### src/rtl/simd_issue_arb_if.sv
// Request, SIMD-unit and result bundle for simd_issue_arb.
// The slave modport is the arbiter's view and the master modport is its environment's view.
interface simd_issue_arb_if #(
    parameter int TAG_W = 9
);
    logic [1:0]       req_vld;
    logic [1:0]       req_rdy;
    logic [12:0]      req_op0;
    logic [12:0]      req_op1;
    logic [67:0]      req_A0;
    logic [67:0]      req_A1;
    logic [67:0]      req_B0;
    logic [67:0]      req_B1;
    logic [TAG_W-1:0] req_tag0;
    logic [TAG_W-1:0] req_tag1;
    logic             blk;
    logic [1:0]       kill_req;
    logic             simd_en;
    logic [12:0]      simd_op;
    logic [67:0]      simd_A;
    logic [67:0]      simd_B;
    logic [67:0]      simd_res;
    logic             res_vld;
    logic             res_req;
    logic [TAG_W-1:0] res_tag;
    logic [67:0]      res_data;
    logic             idle;

    modport slave (
        input  req_vld, req_op0, req_op1, req_A0, req_A1, req_B0, req_B1,
               req_tag0, req_tag1, blk, kill_req, simd_res,
        output req_rdy, simd_en, simd_op, simd_A, simd_B,
               res_vld, res_req, res_tag, res_data, idle
    );

    modport master (
        output req_vld, req_op0, req_op1, req_A0, req_A1, req_B0, req_B1,
               req_tag0, req_tag1, blk, kill_req, simd_res,
        input  req_rdy, simd_en, simd_op, simd_A, simd_B,
               res_vld, res_req, res_tag, res_data, idle
    );
endinterface

### src/rtl/simd_issue_arb.sv
// Two-port round-robin issue arbiter for a fixed-latency SIMD unit; result appears LAT+1 cycles after grant.
// Optional squash of in-flight ops per requester under macro SIMD_ARB_KILL_EN.
module simd_issue_arb #(
    parameter int TAG_W = 9,
    parameter int LAT   = 2
) (
    input  logic            clk,
    input  logic            rst,
    simd_issue_arb_if.slave bus
);
    localparam int NS = LAT + 1;

    logic             r_ptr;
    logic             r_simd_en;
    logic [12:0]      r_simd_op;
    logic [67:0]      r_simd_A;
    logic [67:0]      r_simd_B;
    logic [NS-1:0]    r_tv;
    logic [NS-1:0]    r_treq;
    logic [TAG_W-1:0] r_ttag [NS];

    logic [1:0]       w_kill;
    logic [1:0]       w_elig;
    logic [1:0]       w_rdy;
    logic             w_gidx;
    logic             w_gvld;
    logic [NS-1:0]    w_tv_live;

`ifdef SIMD_ARB_KILL_EN
    assign w_kill = bus.kill_req;
`else
    logic w_unused_kill;
    assign w_unused_kill = ^bus.kill_req;
    assign w_kill        = 2'b00;
`endif

    assign w_elig = bus.req_vld & ~w_kill;

    // ptr only breaks ties; a lone eligible requester always wins.
    always_comb begin
        w_rdy  = 2'b00;
        w_gidx = r_ptr;
        if (rst && !bus.blk) begin
            if (w_elig == 2'b11) begin
                w_gidx = r_ptr;
            end else begin
                w_gidx = w_elig[1];
            end
            w_rdy[w_gidx] = |w_elig;
        end
    end

    assign w_gvld = |w_rdy;

    always_comb begin
        w_tv_live = '0;
        for (int k = 0; k < NS; k++) begin
            w_tv_live[k] = r_tv[k] & ~w_kill[r_treq[k]];
        end
    end

    always_ff @(posedge clk or negedge rst) begin
        if (!rst) begin
            r_ptr     <= 1'b0;
            r_simd_en <= 1'b0;
            r_simd_op <= '0;
            r_simd_A  <= '0;
            r_simd_B  <= '0;
        end else begin
            r_simd_en <= w_gvld;
            if (w_gvld) begin
                r_ptr     <= ~w_gidx;
                r_simd_op <= w_gidx ? bus.req_op1 : bus.req_op0;
                r_simd_A  <= w_gidx ? bus.req_A1  : bus.req_A0;
                r_simd_B  <= w_gidx ? bus.req_B1  : bus.req_B0;
            end
        end
    end

    // Stage k holds the op granted k+1 cycles ago; the last stage lines up with simd_res.
    always_ff @(posedge clk or negedge rst) begin
        if (!rst) begin
            r_tv   <= '0;
            r_treq <= '0;
            for (int k = 0; k < NS; k++) begin
                r_ttag[k] <= '0;
            end
        end else begin
            r_tv[0]   <= w_gvld;
            r_treq[0] <= w_gidx;
            r_ttag[0] <= w_gidx ? bus.req_tag1 : bus.req_tag0;
            for (int k = 1; k < NS; k++) begin
                r_tv[k]   <= w_tv_live[k-1];
                r_treq[k] <= r_treq[k-1];
                r_ttag[k] <= r_ttag[k-1];
            end
        end
    end

    assign bus.req_rdy  = w_rdy;
    assign bus.simd_en  = r_simd_en;
    assign bus.simd_op  = r_simd_op;
    assign bus.simd_A   = r_simd_A;
    assign bus.simd_B   = r_simd_B;
    assign bus.res_vld  = w_tv_live[NS-1];
    assign bus.res_req  = r_treq[NS-1];
    assign bus.res_tag  = r_ttag[NS-1];
    assign bus.res_data = bus.simd_res;
    assign bus.idle     = ~(|r_tv) & ~r_simd_en;
endmodule

### src/flat_wrapper.sv
// flat-port wrapper written by rule: the top's interface ports become plain ports
module simd_issue_arb_flat 
#(
    parameter int TAG_W = 9,
    parameter int LAT   = 2
)
  (clk, rst, bus_req_vld, bus_req_op0, bus_req_op1, bus_req_A0, bus_req_A1, bus_req_B0, bus_req_B1, bus_req_tag0, bus_req_tag1, bus_blk, bus_kill_req, bus_simd_res, bus_req_rdy, bus_simd_en, bus_simd_op, bus_simd_A, bus_simd_B, bus_res_vld, bus_res_req, bus_res_tag, bus_res_data, bus_idle);
  simd_issue_arb_if #(.TAG_W(TAG_W)) bus_i ();
  input  logic clk;
  input  logic rst;
  input wire logic [$bits(bus_i.req_vld)-1:0] bus_req_vld;
  input wire logic [$bits(bus_i.req_op0)-1:0] bus_req_op0;
  input wire logic [$bits(bus_i.req_op1)-1:0] bus_req_op1;
  input wire logic [$bits(bus_i.req_A0)-1:0] bus_req_A0;
  input wire logic [$bits(bus_i.req_A1)-1:0] bus_req_A1;
  input wire logic [$bits(bus_i.req_B0)-1:0] bus_req_B0;
  input wire logic [$bits(bus_i.req_B1)-1:0] bus_req_B1;
  input wire logic [$bits(bus_i.req_tag0)-1:0] bus_req_tag0;
  input wire logic [$bits(bus_i.req_tag1)-1:0] bus_req_tag1;
  input wire logic [$bits(bus_i.blk)-1:0] bus_blk;
  input wire logic [$bits(bus_i.kill_req)-1:0] bus_kill_req;
  input wire logic [$bits(bus_i.simd_res)-1:0] bus_simd_res;
  output wire logic [$bits(bus_i.req_rdy)-1:0] bus_req_rdy;
  output wire logic [$bits(bus_i.simd_en)-1:0] bus_simd_en;
  output wire logic [$bits(bus_i.simd_op)-1:0] bus_simd_op;
  output wire logic [$bits(bus_i.simd_A)-1:0] bus_simd_A;
  output wire logic [$bits(bus_i.simd_B)-1:0] bus_simd_B;
  output wire logic [$bits(bus_i.res_vld)-1:0] bus_res_vld;
  output wire logic [$bits(bus_i.res_req)-1:0] bus_res_req;
  output wire logic [$bits(bus_i.res_tag)-1:0] bus_res_tag;
  output wire logic [$bits(bus_i.res_data)-1:0] bus_res_data;
  output wire logic [$bits(bus_i.idle)-1:0] bus_idle;
  assign bus_i.req_vld = bus_req_vld;
  assign bus_i.req_op0 = bus_req_op0;
  assign bus_i.req_op1 = bus_req_op1;
  assign bus_i.req_A0 = bus_req_A0;
  assign bus_i.req_A1 = bus_req_A1;
  assign bus_i.req_B0 = bus_req_B0;
  assign bus_i.req_B1 = bus_req_B1;
  assign bus_i.req_tag0 = bus_req_tag0;
  assign bus_i.req_tag1 = bus_req_tag1;
  assign bus_i.blk = bus_blk;
  assign bus_i.kill_req = bus_kill_req;
  assign bus_i.simd_res = bus_simd_res;
  assign bus_req_rdy = bus_i.req_rdy;
  assign bus_simd_en = bus_i.simd_en;
  assign bus_simd_op = bus_i.simd_op;
  assign bus_simd_A = bus_i.simd_A;
  assign bus_simd_B = bus_i.simd_B;
  assign bus_res_vld = bus_i.res_vld;
  assign bus_res_req = bus_i.res_req;
  assign bus_res_tag = bus_i.res_tag;
  assign bus_res_data = bus_i.res_data;
  assign bus_idle = bus_i.idle;
  simd_issue_arb #(.TAG_W(TAG_W), .LAT(LAT)) u_core (.clk(clk), .rst(rst), .bus(bus_i));
endmodule
### config.mk
export PLATFORM = sky130hd
export DESIGN_NAME = simd_issue_arb_flat
export DESIGN_NICKNAME = d
export VERILOG_FILES = /design/src/rtl/simd_issue_arb_if.sv /design/src/rtl/simd_issue_arb.sv /design/src/flat_wrapper.sv
export SDC_FILE = /design/constraint.sdc
export NUM_CORES = 1
export LEC_CHECK = 0
export BUFFER_PORTS_ARGS = -buffer_cell sky130_fd_sc_hd__buf_2
export CAP_MARGIN = 25
export CORE_AREA = 3 3 245 247
export DETAILED_ROUTE_END_ITERATION = 12
export DIE_AREA = 0 0 248 250
export PLACE_DENSITY = 0.45
export SYNTH_ARGS = -nofsm -noshare
export SYNTH_HDL_FRONTEND = slang
export SYNTH_SLANG_ARGS = --single-unit
### constraint.sdc
create_clock -name clk -period 1.67 [get_ports clk]
set_input_delay 0.2505 -clock clk [delete_from_list [all_inputs] [get_ports clk]]
set_output_delay 0.2505 -clock clk [all_outputs]
set_load 0.05 [all_outputs]
==> Word level (Yosys, flattened, before mapping) <==
Cells that the tools add are included.
{ "word_totals": {"input_bits": 391, "latchBits": 0, "ramBits": 0, "out_inout_bits": 232, "mem_count": 0, "rom_bits": 0, "ff_bits": 184, "elab_cells": 46} }
{ "classes": {"order_cmp": 5, "n_reduce_logical": 6, "eq_ne": 1, "shifts": 0, "n_addsub": 0, "div": 0, "muxes": 13, "multipliers": 0, "bitwise": 11} }
{ "op_table": {"columns": ["op", "count"], "rows": [
  ["two-way mux 68 bit", 2],
  ["two-way mux 13 bit", 1],
  ["two-way mux 9 bit", 1],
  ["less-than comparator 1 x 2 -> 1 bit, second input constant", 4],
  ["two-way mux 1 bit", 7],
  ["inverter 1 bit", 6],
  ["AND 1 bit", 4],
  ["OR reduction 2 bit", 2],
  ["OR reduction 3 bit", 1],
  ["AND 2 bit", 1],
  ["== test 2 bit, second input constant", 1],
  ["logical AND 1 bit", 2],
  ["two-way mux 2 bit", 1],
  ["demux 1 bit (select 1 bit)", 1],
  [">= comparator 1 bit, second input constant", 1],
  ["logical NOT 1 bit", 1]
]} }

==> Logic depth before layout (Yosys ltp) <==
Gate-level depths: netlist (run 1).
{ "depth": {"word_depth": 10, "mapped_depth": 6, "mapped_depth_nobuf": 3} }

==> Worst setup path before layout (run 1) <==
Ideal clock, no wire load.
{ "synth_timing": {"path_kind": "flip-flop to output port", "from": "register u_core.r_ptr", "to": "output port bus_req_rdy[1]", "n_path_buf": 3, "arrival_ns": 2.132, "stages_incl_launch_ff": 6, "required_ns": 1.419, "slack_ns": -0.712, "path_cell_list": "dfrtp_1 -> buf_2 -> inv_2 -> buf_2 -> buf_1 -> a211oi_1"} }
{ "synth_between": {"elab_chain_len": 8, "word_cells_on_any_way": 9, "classes_between": "order compare: 2; mux: 5; bitwise: 1; reduce/logical: 1"} }
{ "synth_rtl": {"columns": ["element", "line_no", "source"], "rows": [
  ["from (decl)", "simd_issue_arb.sv:13", "logic r_ptr;"],
  ["from (signal assigned)", "simd_issue_arb.sv:72", "r_ptr <= ~w_gidx;"],
  ["two-way mux 1 bit *", "simd_issue_arb.sv:44", "if (w_elig == 2'b11) begin"],
  ["two-way mux 1 bit *", "simd_issue_arb.sv:43", "if (rst && !bus.blk) begin"],
  ["less-than comparator 1 x 2 -> 1 bit (implied by the code) / >= comparator 1 bit (equally long branches)", "simd_issue_arb.sv:49", "w_rdy[w_gidx] = |w_elig;"],
  ["logical AND 1 bit (implied by the code)", "simd_issue_arb.sv:49", null],
  ["two-way mux 1 bit (implied by the code)", "simd_issue_arb.sv:49", null],
  ["demux 1 bit (select 1 bit) *", null, null],
  ["AND 2 bit (no line) *", null, null],
  ["two-way mux 2 bit *", "simd_issue_arb.sv:43", null],
  ["to (decl)", "flat_wrapper.sv:23", "output wire logic [$bits(bus_i.req_rdy)-1:0] bus_req_rdy;"]
]} }
Every way passes the cells marked *; elsewhere a longest branch is shown, timed or not. The select of a mux whose other input is x is not followed.

==> Worst setup path after layout (run 1) <==
{ "layout_timing": {"from": "register u_core.r_ptr", "to": "output port bus_req_rdy[0]"} }
Same word-level chain as after synthesis.

==> flow_summary_export.csv, run 1 <==
group,metric,value,unit
power_and_ir_drop,seqPwrFrac,33.8,%
cts,clock_path_buffers,2,
synth,muxShareOfSynthArea,1.329,%
global_routing,antenna_found_initial,2,
cts,cts_made_buffers,17,
synth,syn-num-nets,1436,
drt,drtPass1Iterations,4,
run,cap_violations,0,
cells_and_area,design_area,0.01529,mm²
sta,setup-violations-final,2,
critical_path,startpoint,"u_core.r_ptr$_DFFE_PN0P_",
synth,synthFlopType,"dfrtp_1",
sta,final-hold-violation-count,0,
critical_path,cp-end-kind,"primary output",
cells_and_area,final_common_cell,"buf_2",
cells_and_area,drive_gt1_share,42.08,%
synth,synth_xor_area_share,0,%
critical_path,rr_startpoint,"u_core.r_ptr$_DFFE_PN0P_",
global_routing,grt_usage,15.19,%
power_and_ir_drop,leakage,6.692,nW
synth,ys_seq_area_share,45.04,%
synth,netlist_area,0.01017,mm²
cts,cts_tree,"done",
global_routing,grt_max_degree,87,
cts,clk_pin_slew_worst_paths,0.08,ns
critical_path,cp_top_family,"flip-flops",
power_and_ir_drop,power.density,1082,mW/mm²
drt,wl,48510,µm
cts,htree_levels,4,
synth,synth_compound_area_share,33.39,%
sta,finalClockSkew,0.01008,ns
cts,clock_sinks,183,
critical_path,worstSetupPathType,"reg2out",
drt,drtIter0Drc,585,
sta,worst_slew_pin_slew,0.5785,ns
cts,cts_root_buf,"clkbuf_16",
floorplanning,core_area,0.05781,mm²
outcome,violations,"setup timing",
sta,slew_viol_final,0,
synth,synth_edf_count,0,
power_and_ir_drop,switching_share,43.86,%
cells_and_area,layout.cells.most_common_list,"buf_2, o2111ai_1, dfrtp_1",
power_and_ir_drop,clockPowerShare,27.0,%
global_routing,grt_pass1_wl,72420,µm
sta,fmax,576.2,MHz
critical_path,cp_data_arrival_time,1.48,ns
drt,routed_via_density,4.973,
placed_design,io_buffer_count,484,
sta,setup_ws,-0.06543,ns
critical_path,critPathMaxStageDelay,0.54,ns
synth,yosys_warnings,0,
critical_path,crit_path_top_delay_cell,"dfrtp_4",
synth,yosys_register_bits,183,
floorplanning,die_w,248,µm
drt,wl_per_cell,21.09,µm
min_path,worstHoldStart,"bus_req_B0[59]",
placed_design,place.gp.congestion,0.8149,
drt,antenna_left,0,
drt,drc_errors,0,
synth,yosys.area_share.adder,0,%
power_and_ir_drop,p_int,0.009287,W
min_path,min_path_type,"in2reg",
critical_path,cp_num_buf_inv,1,
critical_path,cp.required,1.42,ns
drt,vias,11440,
cts,clk_latency,0.48,ns
power_and_ir_drop,comb_power_share,39.2,%
synth,synth_top_family_by_area,"compound AO/OA/AOI/OAI gates",
global_routing,grt_pass1_vias,11970,
floorplanning,std_cell_rows,88,
sta,min_period,1.735,ns
synth,synth_cell_types,22,
critical_path,cp_max_fo,5,
global_routing,gr-total-overflow,0,
synth,synth-simple-area-share,7.790,%
critical_path,cp_cell_sequence,"a211oi_4 > buf_12",
outcome,outcome,"finished, violations left",
cells_and_area,syn2layout_area_growth,50.37,%
power_and_ir_drop,p_switching,0.007255,W
synth,synth_area_per_cell,9.729,µm²
sta,slew_headroom,61.43,%
floorplanning,ioPinCount,623,
sta,rsz0062_at_grt,"true",
sta,whs,0.05957,ns
floorplanning,die_y,250,µm
cells_and_area,fillers,6255,
sta,fin_crit_sh,103.9,%
power_and_ir_drop,vdd_drop_max,0.7562,mV
critical_path,crit_path_start_kind,"flop",
synth,synth_cells,1045,
cells_and_area,antenna-diode-count,0,
floorplanning,dieArea,0.06200,mm²
floorplanning,initial_core_util,17.59,%
placed_design,dp_hpwl,33520,µm
cells_and_area,fin_nets,1913,
synth,async_flop_share,100.0,%
placed_design,place_area,0.01356,mm²
worst register-to-register path, stage by stage (launching register included):
cell	delay, ns
dfrtp_4	0.54
buf_4	0.17
buf_12	0.17
buf_12	0.21
o2111ai_1	0.24
nand3_1	0.11
registers in the layout, summed over array words and instances, names as in the netlist:
signal / cells
u_core.bus.res_tag: 9
u_core.bus.simd_A: 68
u_core.bus.simd_B: 68
u_core.bus.simd_op: 13
u_core.r_ptr: 1
u_core.r_treq: 3
u_core.r_ttag: 18
u_core.r_tv: 3
timing repair:
item                                   4_1_cts  5_1_grt
setup endpoints to repair                    3        2
buffers inserted                             3        0
hold buffers                               107        0
resized for setup                            3        0
endpoints found under the hold margin      126        0
pin swaps                                    2        0
metrics by stage:
stage | instances | total power, W | setup WS [ns] | util [%] | TNS, ns
2_1_floorplan | 1045 | 0.01001 | -0.2407 | - | -0.2407
3_3_place_gp | 2158 | 0.01195 | 0.09931 | 23.45 | 0
3_5_place_dp | 2158 | 0.01197 | 0.09398 | 23.45 | 0
4_1_cts | 2300 | 0.01681 | -0.1355 | 26.45 | -0.2491
5_1_grt | 2300 | 0.01740 | -0.1483 | 26.45 | -0.2705
6_report | 2300 | 0.01654 | -0.06543 | 26.45 | -0.09083
area by class of cell:
class	instances	area (µm²)	share of cell area, %
Clock buffer	17	425.4	2.783
Sequential cell	183	4583	29.98
Multi-Input combinational cell	616	4364	28.55
Tap cell	765	957.2	6.261
Timing Repair Buffer	700	4728	30.93
Clock inverter	15	202.7	1.326
Inverter	4	27.53	0.1800
power by group through the flow:
stage / Clock (W) / Sequential, W / Combinational [W]
after global routing: 0.00484 / 0.00568 / 0.00687
final: 0.00447 / 0.00559 / 0.00648
after floorplan: 0 / 0.00797 / 0.00203
after CTS: 0.00470 / 0.00560 / 0.00651
after detailed placement: 0 / 0.00568 / 0.00628
after global placement: 0 / 0.00567 / 0.00629
per-layer routing:
layer | global-route usage, % | part of all wire [%] | vias to the layer above
li1 | - | - | 5121
met1 | 18.07 | 40 | 5653
met2 | 25.12 | 47 | 567
met3 | 4.523 | 8.6 | 95
met4 | 6.803 | 3.6 | 2
met5 | 0 | 0.014 | -
synthesized netlist by cell type, types with 2 or more instances:
cell type | n | share of area (%)
o2111ai_1 | 298 | 26
dfrtp_1 | 183 | 45
nand3_1 | 149 | 7.3
o21ai_0 | 149 | 7.3
clkbuf_1 | 118 | 4.4
buf_4 | 77 | 5.7
buf_2 | 37 | 1.8
buf_1 | 9 | 0.33
mux2_4 | 9 | 1.3
inv_2 | 3 | 0.11
a211oi_1 | 2 | 0.15
worst paths after layout:
check	slack, ns	end	depth (start not counted)
max reg2reg	0.12	u_core.bus.simd_A[38]$_DFFE_PN0P_	5
max	-0.07	bus_req_rdy[0]	2
min	0.06	u_core.bus.simd_B[59]$_DFFE_PN0P_	3
max in group asynchronous	0.48	u_core.bus.simd_op[12]$_DFFE_PN0P_	4
min reg2reg	0.35	u_core.r_ttag[12]$_DFF_PN0_	0
min in group asynchronous	0.42	u_core.bus.simd_B[43]$_DFFE_PN0P_	3
logic make-up (layout without fill, tap and decap cells):
family	after synthesis	count (layout)
muxes	9	9
DFF	183	183
buffers and inverters	246	736
and+or+nand+nor	156	156
AOI/OAI and AO/OA	451	451
Note: power is estimated with default switching activity, not from simulation.
==> run 2, diff against run 1 <==
--- a/config.mk
+++ b/config.mk
@@ -8,8 +8,10 @@
 export BUFFER_PORTS_ARGS = -buffer_cell sky130_fd_sc_hd__buf_2
 export CAP_MARGIN = 25
+export CELL_PAD_IN_SITES_DETAIL_PLACEMENT = 0
+export CELL_PAD_IN_SITES_GLOBAL_PLACEMENT = 1
 export CORE_AREA = 3 3 245 247
 export DETAILED_ROUTE_END_ITERATION = 12
 export DIE_AREA = 0 0 248 250
-export PLACE_DENSITY = 0.45
+export PLACE_DENSITY = 0.57
 export SYNTH_ARGS = -nofsm -noshare
 export SYNTH_HDL_FRONTEND = slang
==> constraint.sdc (replaced) <==
create_clock -name clk -period 1.67 [get_ports clk]
set_input_delay 0.334 -clock clk [delete_from_list [all_inputs] [get_ports clk]]
set_output_delay 0.334 -clock clk [all_outputs]
set_load 0.05 [all_outputs]
==> flow_summary_export.csv, run 2 (synthesis gave the netlist of run 1 again) <==
group,metric,value,unit
critical_path,cp_data_arrival_time,1.51,ns
placed_design,place.gp.congestion,0.7972,
outcome,outcome,"finished, violations left",
sta,min_period,1.846,ns
sta,setup-violations-final,2,
cells_and_area,drive_gt1_share,44.78,%
global_routing,grt_pass1_vias,11030,
global_routing,grt_usage,15.12,%
placed_design,pre_cts_ws,0.05734,ns
power_and_ir_drop,leakage,6.230,nW
sta,tns,-0.3026,ns
sta,slew_headroom,60.81,%
critical_path,cp.required,1.34,ns
global_routing,antenna_found_initial,6,
placed_design,dp.cells,2148,
cts,htree_levels,4,
floorplanning,ioPinCount,623,
floorplanning,die_y,250,µm
critical_path,cp-end-kind,"primary output",
cts,cts_made_buffers,17,
cells_and_area,fin_nets,1796,
power_and_ir_drop,power.density,1136,mW/mm²
floorplanning,initial_core_util,17.59,%
sta,setup_ws,-0.1757,ns
floorplanning,die_w,248,µm
drt,antenna_left,0,
critical_path,worstSetupPathType,"reg2out",
drt,vias,10970,
placed_design,dp_hpwl,33930,µm
critical_path,cp_max_fo,4,
global_routing,grt_pass1_wl,71390,µm
cells_and_area,syn2layout_area_growth,39.92,%
cts,clock_path_buffers,2,
cts,clk_latency,0.48,ns
sta,slew_viol_final,0,
floorplanning,core_area,0.05781,mm²
outcome,violations,"setup timing",
cts,clk_pin_slew_worst_paths,0.09,ns
cells_and_area,final_common_cell,"buf_2",
cells_and_area,fin_util,24.61,%
sta,fin_crit_sh,110.5,%
run,cap_violations,0,
drt,wl_per_cell,22.10,µm
global_routing,grt_max_degree,91,
placed_design,io_buffer_count,484,
min_path,min_path_type,"in2reg",
global_routing,gr-total-overflow,0,
drt,wl,48330,µm
sta,fmax,541.8,MHz
critical_path,crit_path_start_kind,"flop",
sta,worst_slew_pin_slew,0.5879,ns
cts,cts_root_buf,"clkbuf_16",
floorplanning,std_cell_rows,88,
cts,clock_sinks,183,
power_and_ir_drop,power,0.01616,W
cts,cts_tree,"done",
drt,drtPass1Iterations,4,
drt,drc_errors,0,
drt,drtIter0Drc,613,
sta,finalClockSkew,0.01562,ns
sta,final-hold-violation-count,0,
sta,rsz0062_at_grt,"true",
floorplanning,dieArea,0.06200,mm²
cells_and_area,layout.cells.most_common_list,"buf_2, o2111ai_1, dfrtp_1",
cells_and_area,stdcell_count,2187,
drt,routed_via_density,5.017,
cells_and_area,fillers,6344,
power_and_ir_drop,vdd_drop_max,0.7683,mV
==> run 2: cell count changes in the layout (fill, tap and decap cells not counted), sizes merged <==
cell,previous run,this run
clkinvlp,1,0
inv,11,12
dlygate4sd3,107,1
bufinv,2,0
clkinv,5,7
buf,592,581
diode,0,4
==> run 2: routing by layer <==
layer  vias to the layer above  global-route usage [%]  wire length [µm]
met5                         -                       0                37
met2                       516                   23.85             22660
li1                       4901                       -                 -
met3                        81                   5.716              4679
met4                         6                   6.120              1504
met1                      5468                   18.48             19450
==> run 2: per-stage QoR <==
stage               instance area, µm²  hold slack (ns)
detailed placement               13580           0.3356
global placement                 13580           0.3321
floorplan                        10180          0.03841
CTS                              14220          0.01032
finish                           14230          0.07988
global route                     14220          0.02898
==> run 2: worst paths after layout <==
check / depth (start not counted) / from / slack [ns] / end
hold / removal: 2 / bus_req_tag0[3] / 0.08 / u_core.r_ttag[21]$_DFF_PN0_
setup reg to reg: 4 / u_core.r_ptr$_DFFE_PN0P_ / 0.06 / u_core.bus.simd_A[48]$_DFFE_PN0P_
setup / recovery: 3 / u_core.r_ptr$_DFFE_PN0P_ / -0.18 / bus_req_rdy[0]
hold reg to reg: 0 / u_core.r_ttag[25]$_DFF_PN0_ / 0.35 / u_core.r_ttag[16]$_DFF_PN0_
max in group asynchronous: 4 / rst / 0.36 / u_core.r_ptr$_DFFE_PN0P_
min in group asynchronous: 3 / rst / 0.44 / u_core.bus.simd_B[6]$_DFFE_PN0P_
==> run 2: power breakdown <==
group          leakage (nW)  internal [W]  switching (W)
combinational          3.70       0.00161        0.00466
clock                 0.293       0.00203        0.00228
sequential             2.24       0.00519       0.000388
==> run 2: cell type report <==
cell class	instances	area [µm²]	area share, %
Clock buffer	17	425.4	2.990
Clock inverter	15	173.9	1.223
Inverter	4	27.53	0.1935
Timing Repair Buffer	583	3692	25.95
Multi-Input combinational cell	616	4357	30.62
Antenna cell	4	10.01	0.07036
Sequential cell	183	4583	32.22
Tap cell	765	957.2	6.728
==> run 2: worst max-delay path, cell delays in order, from the launching register on <==
cell and delay (ns):
dfrtp_4 0.54, a211oi_2 0.19, buf_4 0.16, buf_12 0.14
==> run 2: repair_timing <==
item / 4_1_cts / 5_1_grt
hold buffers: 1 / 0
pin swaps: 3 / 0
setup endpoints to repair: 3 / 2
buffers inserted: 2 / 0
resized for setup: 4 / 0
hold endpoints to repair: 13 / 0
==> run 3, diff against run 2 <==
Settings changed: HOLD_SLACK_MARGIN set to 0.15, REMOVE_ABC_BUFFERS set to 1.
==> flow_summary_export.csv, run 3 (synthesis gave the netlist of run 1 again) <==
group,metric,value,unit
outcome,outcome,"finished, violations left",
outcome,violations,"setup timing",
sta,setup-violations-final,2,
sta,setup_ws,-0.1526,ns
global_routing,grt_pass1_vias,13230,
cts,clock_path_buffers,2,
sta,fmax,548.7,MHz
cts,clk_pin_slew_worst_paths,0.08,ns
power_and_ir_drop,power,0.01665,W
global_routing,grt_pass1_wl,86290,µm
cells_and_area,antenna-diode-count,0,
floorplanning,std_cell_rows,88,
cts,htree_levels,4,
min_path,worstHoldStart,"bus_req_A1[44]",
power_and_ir_drop,seqPwrFrac,33.4,%
critical_path,crit_path_start_kind,"flop",
sta,slew_viol_final,0,
global_routing,grt_usage,18.51,%
floorplanning,core_area,0.05781,mm²
cts,clk_latency,0.48,ns
drt,drc_errors,0,
cts,cts_tree,"done",
global_routing,gr-total-overflow,0,
min_path,hold_depth,3,
run,cap_violations,0,
floorplanning,ioPinCount,623,
cells_and_area,final_common_cell,"buf_2",
sta,finalClockSkew,0.01013,ns
critical_path,r2r_slack,0.14,ns
critical_path,r2r_cells,4,
critical_path,cp_max_fo,4,
drt,drtIter0Drc,947,
min_path,min_to,"u_core.bus.simd_A[44]$_DFFE_PN0P_",
power_and_ir_drop,leakage,7.514,nW
cells_and_area,fillers,6065,
sta,worst_slew_pin_slew,0.6064,ns
cells_and_area,syn2layout_area_growth,70.26,%
global_routing,antenna_found_initial,1,
drt,antenna_left,0,
floorplanning,die_w,248,µm
critical_path,cp-end-kind,"primary output",
critical_path,r2r-end,"u_core.bus.simd_B[17]$_DFFE_PN0P_",
power_and_ir_drop,vdd_drop_max,0.7927,mV
critical_path,worstSetupPathType,"reg2out",
sta,rsz0062_at_grt,"true",
sta,slew_headroom,59.57,%
floorplanning,die_y,250,µm
floorplanning,dieArea,0.06200,mm²
power_and_ir_drop,p_switching,0.007242,W
drt,wl,58400,µm
critical_path,startpoint,"u_core.r_ptr$_DFFE_PN0P_",
drt,wl_per_cell,23.35,µm
sta,fin_crit_sh,109.1,%
sta,min_period,1.823,ns
sta,tns,-0.2934,ns
cts,clock_sinks,183,
critical_path,rr_startpoint,"u_core.r_ptr$_DFFE_PN0P_",
cells_and_area,layout.cells.most_common_list,"buf_2, dlygate4sd3_1, o2111ai_1",
power_and_ir_drop,comb_power_share,41.4,%
cts,cts_made_buffers,17,
drt,drtPass1Iterations,5,
floorplanning,initial_core_util,17.59,%
cells_and_area,drive_gt1_share,36.81,%
sta,final-hold-violation-count,0,
cells_and_area,fin_nets,2114,
global_routing,grt_max_degree,81,
power_and_ir_drop,p_int,0.009409,W
sta,whs,0.2057,ns
placed_design,pre_cts_ws,0.02958,ns
min_path,min_path_type,"in2reg",
critical_path,cp_data_arrival_time,1.49,ns
power_and_ir_drop,power.density,961.9,mW/mm²
placed_design,place.gp.congestion,0.7993,
critical_path,cp.required,1.34,ns
drt,routed_via_density,5.027,
power_and_ir_drop,switching_share,43.49,%
power_and_ir_drop,clockPowerShare,25.1,%
placed_design,dp_hpwl,39890,µm
cts,cts_root_buf,"clkbuf_16",
placed_design,io_buffer_count,484,
drt,vias,12570,
run 3: changes by cell type in the layout (fill, tap and decap cells not counted), sizes merged:
| cell | change |
|---|---|
| dlygate4sd3 | +313 |
| buf | +5 |
| clkinvlp | +5 |
| inv | -5 |
| clkinv | -4 |
| diode | -4 |
| clkbuf | +3 |
| bufinv | +1 |
run 3: worst max-delay path by stage:
stage / end / slack (ns) / cells past startpoint
after floorplan: u_core.bus.simd_A[0]$_DFFE_PN0P_ / -9.03 / 3
after global placement: bus_req_rdy[1] / 0.004 / 6
after detailed placement: bus_req_rdy[1] / 0.03 / 6
after CTS: bus_req_rdy[1] / -0.22 / 4
after global routing: bus_req_rdy[1] / -0.23 / 4
final: bus_req_rdy[1] / -0.15 / 4
run 3: through the flow:
step	util, %	area (µm²)	cells
after floorplan	-	8916	803
after global placement	23.37	13510	2151
after detailed placement	23.37	13510	2151
after CTS	29.91	17290	2500
after global routing	29.95	17310	2501
final	29.95	17310	2501
run 3: worst max-delay path, cell delays in order, from the launching register on:
cell and delay, ns:
dfrtp_4 0.49, inv_8 0.04, a211oi_2 0.17, buf_4 0.17, buf_12 0.13
run 3: timing repair:
item / 4_1_cts / 5_1_grt
endpoints found under the hold margin: 181 / 0
hold buffers: 314 / 0
setup buffers: 3 / 1
pin swaps: 2 / 2
resized for setup: 10 / 0
endpoints found under the setup margin: 3 / 12
run 3: cell type report:
cell class,instances,area (µm²),area share (%)
Timing Repair Buffer,901,6805,39.31
Clock inverter,12,116.4,0.6722
Multi-Input combinational cell,616,4364,25.21
Clock buffer,20,456.7,2.638
Sequential cell,183,4583,26.48
Tap cell,765,957.2,5.529
Inverter,4,27.53,0.1590
run 3: power by group through the flow:
stage	sequential (W)	clock, W	combinational, W
2_1_floorplan	0.00821	0	0.00107
3_3_place_gp	0.00563	0	0.00624
3_5_place_dp	0.00565	0	0.00625
6_report	0.00557	0.00419	0.00690
4_1_cts	0.00557	0.00438	0.00688
5_1_grt	0.00565	0.00451	0.00730
run 3: per-layer routing:
layer,GRT usage [%],share of wire (%),vias to the layer above
met5,4.610,0.63,-
li1,-,-,5531
met4,8.304,3.9,6
met3,10.72,14,150
met1,21.46,39,6118
met2,26.96,43,768
